### src/rtl/iterative_normalizer_if.sv
// Handshake bundle for iterative_normalizer.
//   Input side : in_data, mode, in_valid (to block), in_ready (from block)
//   Output side: out_data, shift_count, zero, out_valid (from block), out_ready (to block)
//   slave modport  : the normalizer itself
//   master modport : whoever feeds words in and consumes results
interface iterative_normalizer_if #(
  parameter int WIDTH = 8,
  parameter int CNT_W = $clog2(WIDTH) + 1
);
  logic [WIDTH-1:0] in_data;
  logic [1:0]       mode;
  logic             in_valid;
  logic             in_ready;
  logic [WIDTH-1:0] out_data;
  logic [CNT_W-1:0] shift_count;
  logic             zero;
  logic             out_valid;
  logic             out_ready;

  modport slave (
    input  in_data, mode, in_valid, out_ready,
    output in_ready, out_data, shift_count, zero, out_valid
  );

  modport master (
    output in_data, mode, in_valid, out_ready,
    input  in_ready, out_data, shift_count, zero, out_valid
  );
endinterface

### src/rtl/iterative_normalizer.sv
// Iterative normalizer: finds the shift amount a barrel shifter would need.
// A captured word is shifted one position per cycle until the selected
// normalization condition holds; the result word and shift count are then
// held until the consumer accepts them.
//   clk, rst : rising-edge clock, asynchronous active-high reset
//   bus      : slave side of iterative_normalizer_if
//              mode 00 pass, 01 left-unsigned, 10 right-trailing, 11 left-signed
//
// state   | meaning
// IDLE    | waiting for in_valid; in_ready high
// SHIFT   | testing/shifting the work register, one position per cycle
// DONE    | result presented with out_valid; waiting for out_ready
module iterative_normalizer #(
  parameter int WIDTH = 8,
  parameter int CNT_W = $clog2(WIDTH) + 1
) (
  input logic               clk,
  input logic               rst,
  iterative_normalizer_if.slave bus
);

  localparam logic [1:0] S_IDLE  = 2'd0;
  localparam logic [1:0] S_SHIFT = 2'd1;
  localparam logic [1:0] S_DONE  = 2'd2;

  localparam logic [1:0] MODE_PASS    = 2'b00;
  localparam logic [1:0] MODE_LEFT_U  = 2'b01;
  localparam logic [1:0] MODE_RIGHT_T = 2'b10;

  logic [1:0]       state_q, state_d;
  logic [WIDTH-1:0] work_q, work_d;
  logic [1:0]       mode_q, mode_d;
  logic [CNT_W-1:0] cnt_q, cnt_d;
  logic [WIDTH-1:0] out_data_q, out_data_d;
  logic [CNT_W-1:0] shift_count_q, shift_count_d;
  logic             zero_q, zero_d;
  logic             out_valid_q, out_valid_d;

  logic             work_zero, work_ones;
  logic [WIDTH-1:0] shift_l, shift_r;
  logic             stop;
  logic [WIDTH-1:0] res_data;
  logic [CNT_W-1:0] res_cnt;

  assign work_zero = (work_q == '0);
  assign work_ones = (work_q == '1);
  assign shift_l   = {work_q[WIDTH-2:0], 1'b0};
  assign shift_r   = {1'b0, work_q[WIDTH-1:1]};

  // Stop test on the current work word. All-zero words (and all-ones in
  // signed mode) would never satisfy the condition by shifting, so their
  // final result is produced directly on the first test.
  always_comb begin
    stop     = 1'b0;
    res_data = work_q;
    res_cnt  = cnt_q;
    case (mode_q)
      MODE_PASS: stop = 1'b1;
      MODE_LEFT_U: begin
        if (work_zero) begin
          stop    = 1'b1;
          res_cnt = CNT_W'(WIDTH);
        end else if (work_q[WIDTH-1]) begin
          stop = 1'b1;
        end
      end
      MODE_RIGHT_T: begin
        if (work_zero) begin
          stop    = 1'b1;
          res_cnt = CNT_W'(WIDTH);
        end else if (work_q[0]) begin
          stop = 1'b1;
        end
      end
      default: begin
        if (work_zero) begin
          stop    = 1'b1;
          res_cnt = CNT_W'(WIDTH - 1);
        end else if (work_ones) begin
          stop     = 1'b1;
          res_data = {1'b1, {(WIDTH-1){1'b0}}};
          res_cnt  = CNT_W'(WIDTH - 1);
        end else if (work_q[WIDTH-1] != work_q[WIDTH-2]) begin
          stop = 1'b1;
        end
      end
    endcase
  end

  always_comb begin
    state_d       = state_q;
    work_d        = work_q;
    mode_d        = mode_q;
    cnt_d         = cnt_q;
    out_data_d    = out_data_q;
    shift_count_d = shift_count_q;
    zero_d        = zero_q;
    out_valid_d   = out_valid_q;
    case (state_q)
      S_IDLE: begin
        if (bus.in_valid) begin
          work_d  = bus.in_data;
          mode_d  = bus.mode;
          cnt_d   = '0;
          zero_d  = 1'b0;
          state_d = S_SHIFT;
        end
      end
      S_SHIFT: begin
        if (stop) begin
          out_data_d    = res_data;
          shift_count_d = res_cnt;
          // A nonzero word never shifts down to zero, so this reflects the captured word.
          zero_d        = work_zero;
          out_valid_d   = 1'b1;
          state_d       = S_DONE;
        end else begin
          work_d = (mode_q == MODE_RIGHT_T) ? shift_r : shift_l;
          cnt_d  = cnt_q + CNT_W'(1);
        end
      end
      S_DONE: begin
        if (bus.out_ready) begin
          out_valid_d = 1'b0;
          state_d     = S_IDLE;
        end
      end
      default: state_d = S_IDLE;
    endcase
  end

  always_ff @(posedge clk or posedge rst) begin
    if (rst) begin
      state_q       <= S_IDLE;
      work_q        <= '0;
      mode_q        <= '0;
      cnt_q         <= '0;
      out_data_q    <= '0;
      shift_count_q <= '0;
      zero_q        <= 1'b0;
      out_valid_q   <= 1'b0;
    end else begin
      state_q       <= state_d;
      work_q        <= work_d;
      mode_q        <= mode_d;
      cnt_q         <= cnt_d;
      out_data_q    <= out_data_d;
      shift_count_q <= shift_count_d;
      zero_q        <= zero_d;
      out_valid_q   <= out_valid_d;
    end
  end

  assign bus.in_ready    = (state_q == S_IDLE);
  assign bus.out_data    = out_data_q;
  assign bus.shift_count = shift_count_q;
  assign bus.zero        = zero_q;
  assign bus.out_valid   = out_valid_q;

endmodule

### src/flat_wrapper.sv
// flat-port wrapper written by rule: the top's interface ports become plain ports
module iterative_normalizer_flat 
#(
  parameter int WIDTH = 8,
  parameter int CNT_W = $clog2(WIDTH) + 1
)
  (clk, rst, bus_in_data, bus_mode, bus_in_valid, bus_out_ready, bus_in_ready, bus_out_data, bus_shift_count, bus_zero, bus_out_valid);
  iterative_normalizer_if #(.WIDTH(WIDTH), .CNT_W(CNT_W)) bus_i ();
  input logic clk;
  input logic rst;
  input wire logic [$bits(bus_i.in_data)-1:0] bus_in_data;
  input wire logic [$bits(bus_i.mode)-1:0] bus_mode;
  input wire logic [$bits(bus_i.in_valid)-1:0] bus_in_valid;
  input wire logic [$bits(bus_i.out_ready)-1:0] bus_out_ready;
  output wire logic [$bits(bus_i.in_ready)-1:0] bus_in_ready;
  output wire logic [$bits(bus_i.out_data)-1:0] bus_out_data;
  output wire logic [$bits(bus_i.shift_count)-1:0] bus_shift_count;
  output wire logic [$bits(bus_i.zero)-1:0] bus_zero;
  output wire logic [$bits(bus_i.out_valid)-1:0] bus_out_valid;
  assign bus_i.in_data = bus_in_data;
  assign bus_i.mode = bus_mode;
  assign bus_i.in_valid = bus_in_valid;
  assign bus_i.out_ready = bus_out_ready;
  assign bus_in_ready = bus_i.in_ready;
  assign bus_out_data = bus_i.out_data;
  assign bus_shift_count = bus_i.shift_count;
  assign bus_zero = bus_i.zero;
  assign bus_out_valid = bus_i.out_valid;
  iterative_normalizer #(.WIDTH(WIDTH), .CNT_W(CNT_W)) u_core (.clk(clk), .rst(rst), .bus(bus_i));
endmodule
### config.mk
export PLATFORM = sky130hd
export DESIGN_NAME = iterative_normalizer_flat
export DESIGN_NICKNAME = d
export VERILOG_FILES = /design/src/rtl/iterative_normalizer_if.sv /design/src/rtl/iterative_normalizer.sv /design/src/flat_wrapper.sv
export SDC_FILE = /design/constraint.sdc
export NUM_CORES = 1
export LEC_CHECK = 0
export ABC_AREA = 1
export ABC_CLOCK_PERIOD_IN_PS = 4740
export BUFFER_PORTS_ARGS = -buffer_cell sky130_fd_sc_hd__buf_4
export CAP_MARGIN = 20
export CORE_MARGIN = 5
export CORE_UTILIZATION = 36
export DETAILED_ROUTE_END_ITERATION = 10
export HOLD_SLACK_MARGIN = 0.12
export SYNTH_ARGS = -nofsm -noshare
export SYNTH_HDL_FRONTEND = slang
export SYNTH_SLANG_ARGS = --single-unit
### constraint.sdc
create_clock -name clk -period 4.74 [get_ports clk]
set_input_delay 1.185 -clock clk [delete_from_list [all_inputs] [get_ports clk]]
set_output_delay 1.185 -clock clk [all_outputs]
set_load 0.02 [all_outputs]
==> flow_summary.json <==
{
  "syn-num-nets": 267,
  "synth_cells": 245,
  "ir_worst_vdd_mv": 0.222,
  "pwr-share-comb_pct": 55.4,
  "viasPerCell": 4.72,
  "dr_total_vias": 1620,
  "switchingPower_w": 0.000781,
  "die_area_um2": 6750,
  "hold_violations": 0,
  "die_x_um": 82.2,
  "rsz0062_at_grt": "no",
  "dpl.cell_count": 335,
  "grt_max_degree": 31,
  "start_kind": "register",
  "syn_area_per_cell_um2": 7.65,
  "track_usage_pct": 13.8,
  "clock_skew_ps": 6.40,
  "wl_met1_mm": 2.00,
  "tightestPinTransition_ps": 825,
  "port_buffers": 28,
  "final_util_pct": 43.2,
  "grt_pass1_vias": 1513,
  "gr-total-overflow": 0,
  "nNetsFinal": 294,
  "wl_mm": 4.22,
  "routed.top_layer": "met4",
  "p_total_w": 0.00157,
  "start_util_pct": 36.9,
  "fin_crit_sh_pct": 47.3,
  "p_clk_share_pct": 13.8,
  "post-synth-top-area-fraction_pct": 40.1,
  "layout_min_cycle_time_ps": 2240,
  "synth.area.top_cells": "dfrtp_1 (40%), nand2_1 (13%), nand3_1 (8.0%)",
  "layout-drive-gt1-share_pct": 22.0,
  "fmax_mhz": 446,
  "htreeDepth": 2,
  "place.gp.congestion": 0.798,
  "slew_violations": 0,
  "ys.flop_type": "dfrtp_1",
  "cp_max_fo": 5,
  "synth_commonest_cells": "nand2_1 (66), dfrtp_1 (30), nand3_1 (30)",
  "setup_viol_count_final": 0,
  "synth_seq_cells": 30,
  "stdcell_count": 343,
  "clock_sinks": 30,
  "wl_per_cell_um": 12.3,
  "antenna_found_initial": 0,
  "wl_met3_um": 254,
  "netlist-cell-type-count": 22,
  "end_kind": "output port",
  "cts_tree": "yes",
  "drt.antenna.violating_nets": 0,
  "grt_pass1_wl_mm": 7.19,
  "setup_tns_ps": 0,
  "clockBufferDepth": 2,
  "ys_seq_area_share_pct": 40.1,
  "r2r_setup_slack_ps": 2830,
  "ios": 29,
  "cts_setup_buffers": 0,
  "p_leak_nw": 1.17,
  "first_iter_violations": 162,
  "drc": 0,
  "hpwl_mm": 2.96,
  "arrival_ps": 1060,
  "design.core.area_um2": 5070,
  "fp.dieH_um": 82.2,
  "synth_edf_count": 0,
  "synth_warnings": 0,
  "power.internal_w": 0.000793,
  "cap_viol_max_count": 0,
  "p_seq_share_pct": 30.8,
  "synth_most_common_cell": "nand2_1",
  "hold-worst-slack_ps": 481,
  "required_ps": 3560,
  "first_pass_iters": 4,
  "clk_pin_slew_ps": 70,
  "cts.hold.buffers_added": 0,
  "n_antenna_cell": 0,
  "synth_area_leader_cell": "dfrtp_1",
  "wl_met2_mm": 1.93,
  "worstSetupPathType": "register to output port",
  "cts_resized": 0,
  "std_cell_rows": 26,
  "switching_share_pct": 49.6,
  "hold_class": "register to register",
  "clk_latency_ps": 290,
  "p_per_area_nw_per_um2": 717,
  "area_growth_syn_to_layout_pct": 17.1,
  "slew_headroom_pct": 44.7,
  "cts_made_buffers": 5,
  "synth_area_um2": 1870,
  "synth-async-reset-ratio_pct": 100,
  "clock-root-buffer": "clkbuf_8",
  "outcome": "complete, no violations"
}
-- layout make-up --
type / count / area, µm²
tap: 70 / 87.6
timing repair buffer: 29 / 218
inverter: 29 / 109
fill: 564 / 2880
sequential: 30 / 751
clock inverter: 1 / 5.00
multi-input combinational: 177 / 938
clock buffer: 7 / 86.3
-- sequential cells by signal, indices dropped and copies added, names as in the netlist --
| signal | flops |
|---|---|
| u_core.bus.out_data | 8 |
| u_core.bus.out_valid | 1 |
| u_core.bus.shift_count | 4 |
| u_core.bus.zero | 1 |
| u_core.cnt_q | 4 |
| u_core.mode_q | 2 |
| u_core.state_q | 2 |
| u_core.work_q | 8 |
-- layer usage --
layer,global-route usage (%),up-vias
met1,19.0,745
met5,0,-
met2,21.9,43
met4,3.49,0
li1,-,828
met3,3.36,4
-- worst paths after layout --
check | start | end | cells past startpoint
max in group asynchronous | rst | u_core.bus.out_data[5] | 3
min | u_core.bus.shift_count[2] | u_core.bus.shift_count[2] | 2
max | u_core.state_q[1] | bus_in_ready | 2
min reg2reg | u_core.bus.shift_count[2] | u_core.bus.shift_count[2] | 2
min in group asynchronous | rst | u_core.cnt_q[1] | 3
max reg2reg | u_core.mode_q[0] | u_core.state_q[1] | 10
-- cells in the final DEF, fill, tap and decap left out, types with 6 or more instances in the layout --
cell,count
dfrtp_1,30
inv_1,29
nand2_2,7
nor2_1,23
o21ai_0,16
buf_4,29
nand2_1,66
a21oi_1,7
ha_1,8
clkbuf_8,6
o21ai_2,8
nand3_1,30
-- cells by family after synthesis --
logic type / share of synthesized area (%)
and+or+nand+nor: 33.1
xor gates and xnor gates: 0.467
buffers and inverters: 9.88
DFF: 40.1
AOI/OAI and AO/OA: 11.1
adders and majority gates: 5.34
-- power groups by stage --
stage | Combinational (W) | Sequential (W) | Clock [W]
floorplan | 0.000672 | 0.000515 | 0
global placement | 0.000869 | 0.000483 | 0
detailed placement | 0.000878 | 0.000486 | 0
CTS | 0.000880 | 0.000483 | 0.000223
global route | 0.000985 | 0.000503 | 0.000233
finish | 0.000872 | 0.000485 | 0.000218
-- stage by stage --
stage                     setup WS, ps  cell area [µm²]
final                             2500             2190
after global routing              2420             2190
after CTS                         2490             2190
after detailed placement          2440             2100
after global placement            2480             2100
after floorplan                   2780             1870
-- critical path: stages, from the launching register on --
cell     delay (ps)
dfrtp_1         450
nor2_1          160
buf_4           160
Note: power is estimated with default switching activity, not from simulation.
